`src/rtl/serial_adder.sv`:
```
// Bit-serial unsigned adder: one full-adder cell, LSB first; done fires WIDTH cycles after the accepting edge.
// No backpressure: start is accepted in IDLE or DONE and ignored while busy.
module serial_adder #(
    parameter int WIDTH = 8
) (
    input  logic             clk,
    input  logic             rst,
    input  logic             start,
    input  logic [WIDTH-1:0] a,
    input  logic [WIDTH-1:0] b,
    output logic             busy,
    output logic             done,
    output logic [WIDTH-1:0] sum,
    output logic             cout
);

    localparam int CW = $clog2(WIDTH) + 1;

    typedef enum logic [1:0] {
        ST_IDLE,
        ST_SHIFT,
        ST_DONE
    } state_t;

    state_t           r_state;
    logic [WIDTH-1:0] r_sa;
    logic [WIDTH-1:0] r_sb;
    // Only the bits that survive into the final sum are kept; the LSB of a
    // full-width result shifter would be shifted out without ever being read.
    logic [WIDTH-2:0] r_sr;
    logic             r_c;
    logic [CW-1:0]    r_cnt;
    logic [WIDTH-1:0] r_sum;
    logic             r_cout;
    logic             r_busy;
    logic             r_done;

    logic             w_s;
    logic             w_c_nxt;
    logic             w_last;
    logic [WIDTH-1:0] w_sr_nxt;

    assign w_s      = r_sa[0] ^ r_sb[0] ^ r_c;
    assign w_c_nxt  = (r_sa[0] & r_sb[0]) | (r_c & (r_sa[0] ^ r_sb[0]));
    assign w_sr_nxt = {w_s, r_sr};
    assign w_last   = (r_cnt == CW'(WIDTH - 1));

    always_ff @(posedge clk) begin
        if (rst) begin
            r_state <= ST_IDLE;
            r_sa    <= '0;
            r_sb    <= '0;
            r_sr    <= '0;
            r_c     <= 1'b0;
            r_cnt   <= '0;
            r_sum   <= '0;
            r_cout  <= 1'b0;
            r_busy  <= 1'b0;
            r_done  <= 1'b0;
        end else begin
            case (r_state)
                ST_IDLE, ST_DONE: begin
                    r_done <= 1'b0;
                    if (start) begin
                        r_sa    <= a;
                        r_sb    <= b;
                        r_sr    <= '0;
                        r_c     <= 1'b0;
                        r_cnt   <= '0;
                        r_busy  <= 1'b1;
                        r_state <= ST_SHIFT;
                    end else begin
                        r_state <= ST_IDLE;
                    end
                end
                ST_SHIFT: begin
                    r_sa  <= {1'b0, r_sa[WIDTH-1:1]};
                    r_sb  <= {1'b0, r_sb[WIDTH-1:1]};
                    r_sr  <= w_sr_nxt[WIDTH-1:1];
                    r_c   <= w_c_nxt;
                    r_cnt <= r_cnt + CW'(1);
                    if (w_last) begin
                        r_sum   <= w_sr_nxt;
                        r_cout  <= w_c_nxt;
                        r_busy  <= 1'b0;
                        r_done  <= 1'b1;
                        r_state <= ST_DONE;
                    end
                end
                default: begin
                    r_busy  <= 1'b0;
                    r_done  <= 1'b0;
                    r_state <= ST_IDLE;
                end
            endcase
        end
    end

    assign busy = r_busy;
    assign done = r_done;
    assign sum  = r_sum;
    assign cout = r_cout;

    a_done_pulse: assert property (@(posedge clk) disable iff (rst) r_done |=> !r_done);
    a_busy_done_excl: assert property (@(posedge clk) disable iff (rst) !(r_busy && r_done));
    a_busy_state: assert property (@(posedge clk) disable iff (rst) r_busy == (r_state == ST_SHIFT));

endmodule

```
`config.mk`:
```
export PLATFORM = sky130hd
export DESIGN_NAME = serial_adder
export DESIGN_NICKNAME = d
export VERILOG_FILES = /design/src/rtl/serial_adder.sv
export SDC_FILE = /design/constraint.sdc
export NUM_CORES = 1
export LEC_CHECK = 0
export ABC_AREA = 1
export CAP_MARGIN = 20
export CORE_MARGIN = 2
export CORE_UTILIZATION = 50
export DETAILED_ROUTE_END_ITERATION = 10
export MAX_ROUTING_LAYER = met4
export PLACE_DENSITY = 0.75
export SKIP_LAST_GASP = 1
export SLEW_MARGIN = 20
export SYNTH_ARGS = -nofsm -noshare
export SYNTH_HDL_FRONTEND = slang
export SYNTH_SLANG_ARGS = --single-unit
```
`constraint.sdc`:
```
create_clock -name clk -period 1.5 [get_ports clk]
set_input_delay 0.225 -clock clk [delete_from_list [all_inputs] [get_ports clk]]
set_output_delay 0.225 -clock clk [all_outputs]
set_load 0.02 [all_outputs]
```
# After elaboration in Yosys (flattened, before gate mapping)

Index checks and enable logic that the tools add are counted.

$lt $le $gt $ge: 0
Reductions and logical operators: 7
Equal/unequal tests: 5
Bitwise gates (word level): 6
Multipliers: 0
Div/mod/pow operators: 0
Shift operators: 0
Add/sub/neg operators: 1
Multiplexer cells: 16

Operators with widths:

| cell                | number |
|---|---|
| $pmux 8 s2          | 2 |
| $mux 8              | 2 |
| $pmux 7 s2          | 1 |
| $pmux 4 s2          | 1 |
| $mux 7              | 1 |
| $reduce_and 2->1    | 3 |
| $add 4x1->4 const B | 1 |
| $eq 4x3->1 const B  | 1 |
| $mux 1              | 4 |
| $mux 4              | 1 |
| $ne 2x2->1 const B  | 2 |
| $pmux 1 s2          | 2 |
| $pmux 2 s2          | 1 |
| $reduce_or 2->1     | 2 |
| $and 1x1->1         | 2 |
| $eq 2x1->1 const B  | 1 |
| $eq 2x2->1 const B  | 1 |
| $logic_not 2->1     | 1 |
| $mux 2              | 1 |
| $reduce_bool 2->1   | 1 |
| $xor 1x1->1         | 2 |
| $not 1->1           | 1 |
| $or 1x1->1          | 1 |

Input port bits: 19
Flip-flop bits (word level): 41
RAM bits: 0
Output and inout port bits: 11
Bits in read-only memories: 0
Latch bits: 0
Logic and storage cells: 45
Memories: 0

# Longest topological paths before layout

Depth after elaboration: 4
Gate-level depth with buffers: 7
Mapped depth without buffers: 6

# Worst setup path after synthesis

No wires, ideal clock.

Kind: register to register
Start: reg r_sa[0]
End: reg r_sum[7] (netlist: sum[7])
Arrival: 1.043 ns
Stages on the path, launching flop included: 6
Required time: 1.436 ns
Path buffers: 0
Setup slack: 0.394 ns
Library setup time: 0.064 ns
Period minus slack after synthesis: 1.106 ns
Path through: dfxtp_1 fa_1 inv_1 nand3_1 nand2_1 nor2_1

Cells in the longest elaborated chain, start to end: 2

RTL lines:

| element                   | RTL line | text |
|---|---|---|
| start, declared           | 26       | `logic [WIDTH-1:0] r_sa;` |
| start signal, assigned    | 77       | `r_sa <= {1'b0, r_sa[WIDTH-1:1]};` |
| $xor 1x1->1 (2 in series) | 43       | `assign w_s = r_sa[0] ^ r_sb[0] ^ r_c;` |
| named net w_s             | 38       | `logic w_s;` |
| end signal, assigned      | 83       | `r_sum <= w_sr_nxt;` |
| end, declared             | 33       | `logic [WIDTH-1:0] r_sum;` |

The timed path passes the listed nets, and every way through them passes these cells.
A chain may end at the register's enable or synchronous reset.

# Worst setup path after layout

Start: reg r_sum[5] (netlist: sum[5])
End: out sum[5]

RTL lines:

| element       | RTL line | text |
|---|---|---|
| end, declared | 13       | `output logic [WIDTH-1:0] sum,` |

No word-level cell between the ends.

==> results.rst <==
.. list-table::
   :header-rows: 1

   * - Metric
     - Value
   * - Maximum Capacitance Violations
     - 0
   * - Total vias in the final route
     - 1664
   * - Critical-path top delay cell
     - clkdlybuf4s50_1
   * - Number of antenna violations at the first check in global routing
     - 0
   * - CP bufs+invs
     - 1
   * - Startpoint of the worst hold path
     - sum[1]
   * - Post-route DRC
     - 0
   * - Footprint of the multi-input gates
     - 809.5 um^2
   * - Least-Margin Pin Slew
     - 0.3740 ns
   * - Vias per cell
     - 5.104
   * - CTS sink cnt
     - 41
   * - CP max stage delay
     - 0.60 ns
   * - Pwr Total
     - 2.151 mW
   * - Leakage Power
     - 0.9052 nW
   * - Largest net degree at the start of global routing
     - 18
   * - H-tree levels
     - 2
   * - Post-placement cell count
     - 319
   * - Endpoints failing setup
     - 0
   * - Launching element of the worst setup path
     - sum[5]
   * - Cell family contributing the most delay on the critical path
     - buffers and inverters
   * - Top-level I/O count
     - 30
   * - Ratio of cells with drive above 1 in the final layout
     - under 10%
   * - Most common library cell in the layout ignoring fill and taps
     - nand3_1
   * - Global routing's busiest layer
     - met2
   * - Result of the run
     - complete, no violations
   * - First-pass GRT wire length
     - roughly 6600 um
   * - Total power divided by cell area
     - 956.5 nW/um^2
   * - Placement-stage worst setup slack
     - 0.08742 ns
   * - Post-CTS Hold Fix Bufs
     - 0
   * - Capturing element type of the critical path
     - output port
   * - Maximum vdd drop
     - approximately 0.00059 V
   * - Die width
     - 64.61 um
   * - Sequential share of the synthesized area
     - 44.69%
   * - Core area
     - 3606 um^2
   * - Count of synthesis-stage warnings from yosys
     - 0
   * - Worst setup slack after layout
     - approximately 0.050 ns
   * - Number of filler instances in the final layout
     - approximately 340
   * - GR Util met1
     - 25.14%
   * - WL/cell
     - 11.41 um
   * - Deepest clock path buffer count
     - 2
   * - Root Buffer Master
     - clkbuf_8
   * - Worst clock skew
     - ~0.0056 ns
   * - Via count of the first global-routing pass
     - 1558
   * - Critical path launch point type
     - flip-flop
   * - Global-route congestion overflow total
     - 0
   * - Cell taking the most area after synthesis
     - dfxtp_1
   * - Type of the worst min-delay path
     - flip-flop to flip-flop
   * - Net total in the final layout
     - 299
   * - Cell types occupying the most area after synthesis
     - dfxtp_1, nand3_1, nand2_1, inv_1, nor2_1
   * - Chip Height
     - 64.61 um
   * - Cell-by-cell trace of the critical path
     - clkdlybuf4s50_1
   * - Worst-Skew Late Latency
     - 0.29 ns
   * - Mean instance size in the synthesized netlist
     - ~7.4 um^2
   * - Post-CTS setup-driven buffer insertion count
     - 0
   * - Startpoint of the worst register-to-register path
     - r_state[0]
   * - Crit-path max FO
     - 2
   * - Placed inst area
     - 2157 um^2
   * - Clock tree from TritonCTS
     - done
   * - Critical path data required time
     - roughly 1.3 ns
   * - Signed area change from the synthesized netlist to the final layout
     - 22.41%
   * - Worst slew slack as a fraction of its limit
     - 75.01%
   * - Initial Utilization
     - between 50% and 60%
   * - Flop and latch count out of synthesis
     - around 40
   * - Final core utilization
     - 62.35%
   * - Post-route insts no fill
     - 326
   * - Distinct cells, synth
     - 20
   * - Final total negative setup slack
     - 0 ns
   * - Number of buffers inserted during clock tree synthesis
     - 5
   * - Number of buffers added on ports
     - 29
   * - Class of the most critical setup path
     - flip-flop to output port
   * - RSZ-0062 raised after global routing
     - no
   * - Global placement routability congestion
     - approximately 0.75
   * - Data arrival time of the worst path
     - 1.23 ns
   * - Post-synthesis instance area
     - 1837 um^2
   * - Full die area
     - approximately 4200 um^2
   * - Met3 track demand over resource in global routing
     - 5.208%
   * - Maximum clock frequency
     - between 600 and 700 MHz
   * - Post-detailed-routing wire length
     - 3720 um
   * - Area share of the leading cell type in the synthesized netlist
     - 44.69%
   * - Placed wire-length estimate
     - 2469 um
   * - Antenna diode instance count
     - 0
   * - Part of the cycle the worst path needs
     - between 90 and 100%
   * - Number of detailed-routing iterations run before antenna repair
     - 4
   * - Met2 global-route usage
     - 33.07%
   * - Cell area after layout
     - 2248 um^2
   * - Most frequent cells in the layout
     - nand3_1, dfxtp_1, nand2_1
   * - Sequential standard cell area
     - 820.8 um^2
   * - Synthesized instance count
     - between 200 and 250
   * - Synthesized netlist net count
     - 270
   * - Worst hold slack
     - 0.4811 ns
   * - Clock Pin Slew Worst Setup and Hold Paths
     - 0.07 ns
   * - Max-slew violation total from the final report
     - 0
   * - Post-route ant nets
     - 0
   * - GRT Overall Usage
     - approximately a fifth
   * - Endpoints failing hold
     - 0
   * - Initial detailed-routing violation count
     - between 100 and 150
   * - Site row count
     - 22
   * - Min Clock Period, post-route
     - 1.450 ns
-- cells by family (layout without fill, tap and decap cells) --
group                    Yosys count  in the layout  share of synthesized area (%)
buffers and inverters             43             72                          11.24
AND/OR/NAND/NOR                  131            131                          33.04
flip-flops                        41             41                          44.69
adder cells (fa/ha/maj)            2              2                          1.771
AO/OA/AOI/OAI                     32             32                          9.265
-- registers in the layout, summed over array words and instances, names as in the netlist --
name and flops:
r_sa 8, r_sb 8, sum 8, r_sr 7, r_cnt 4, r_state 2, busy 1, cout 1
done 1, r_c 1
-- layout make-up --
| class | instances | share of cell area, % |
|---|---|---|
| Sequential cell | 41 | 36.51 |
| Multi-Input combinational cell | 165 | 36.00 |
| Clock buffer | 7 | 3.840 |
| Timing Repair Buffer | 36 | 16.03 |
| Inverter | 29 | 4.953 |
| Tap cell | 48 | 2.671 |
-- per-layer routing --
metal | wire length, um | vias to the layer above
met5 | 0 | -
met4 | 74 | 0
met3 | 186 | 7
met2 | 1739 | 46
met1 | 1720 | 742
li1 | - | 869
-- power breakdown --
part / internal [mW] / switching (mW)
combinational: 0.124 / 0.160
sequential: 1.13 / 0.0257
clock: 0.365 / 0.348
total: 1.62 / 0.534
-- cells in the mapped netlist, drive strengths merged --
master  instances
nand3          58
nand2          43
dfxtp          41
nor2           30
inv            29
a21oi          20
buf            13
o22ai           8
o21ai           4
clkbuf          1
fa              1
ha              1
-- path summary, 6_finish.rpt --
kind | cells past startpoint | slack [ns] | endpoint
min | 2 | 0.48 | sum[1]
max | 1 | 0.05 | sum[5]
min reg2reg | 2 | 0.48 | sum[1]
max reg2reg | 4 | 0.16 | r_sr[0]
-- worst reg2reg max path, delay by kind of cell (launching register included) --
kind            cells  cell delay [ns]
simple gates        2             0.54
flops               1             0.44
compound gates      1             0.16
buf+inv             1             0.13
-- what timing repair did --
action | in CTS | in global routing
resized for setup | 0 | 2
endpoints found under the hold margin | 0 | 0
endpoints found under the setup margin | 0 | 2
No activity file was read; power rests on OpenSTA's default activity.
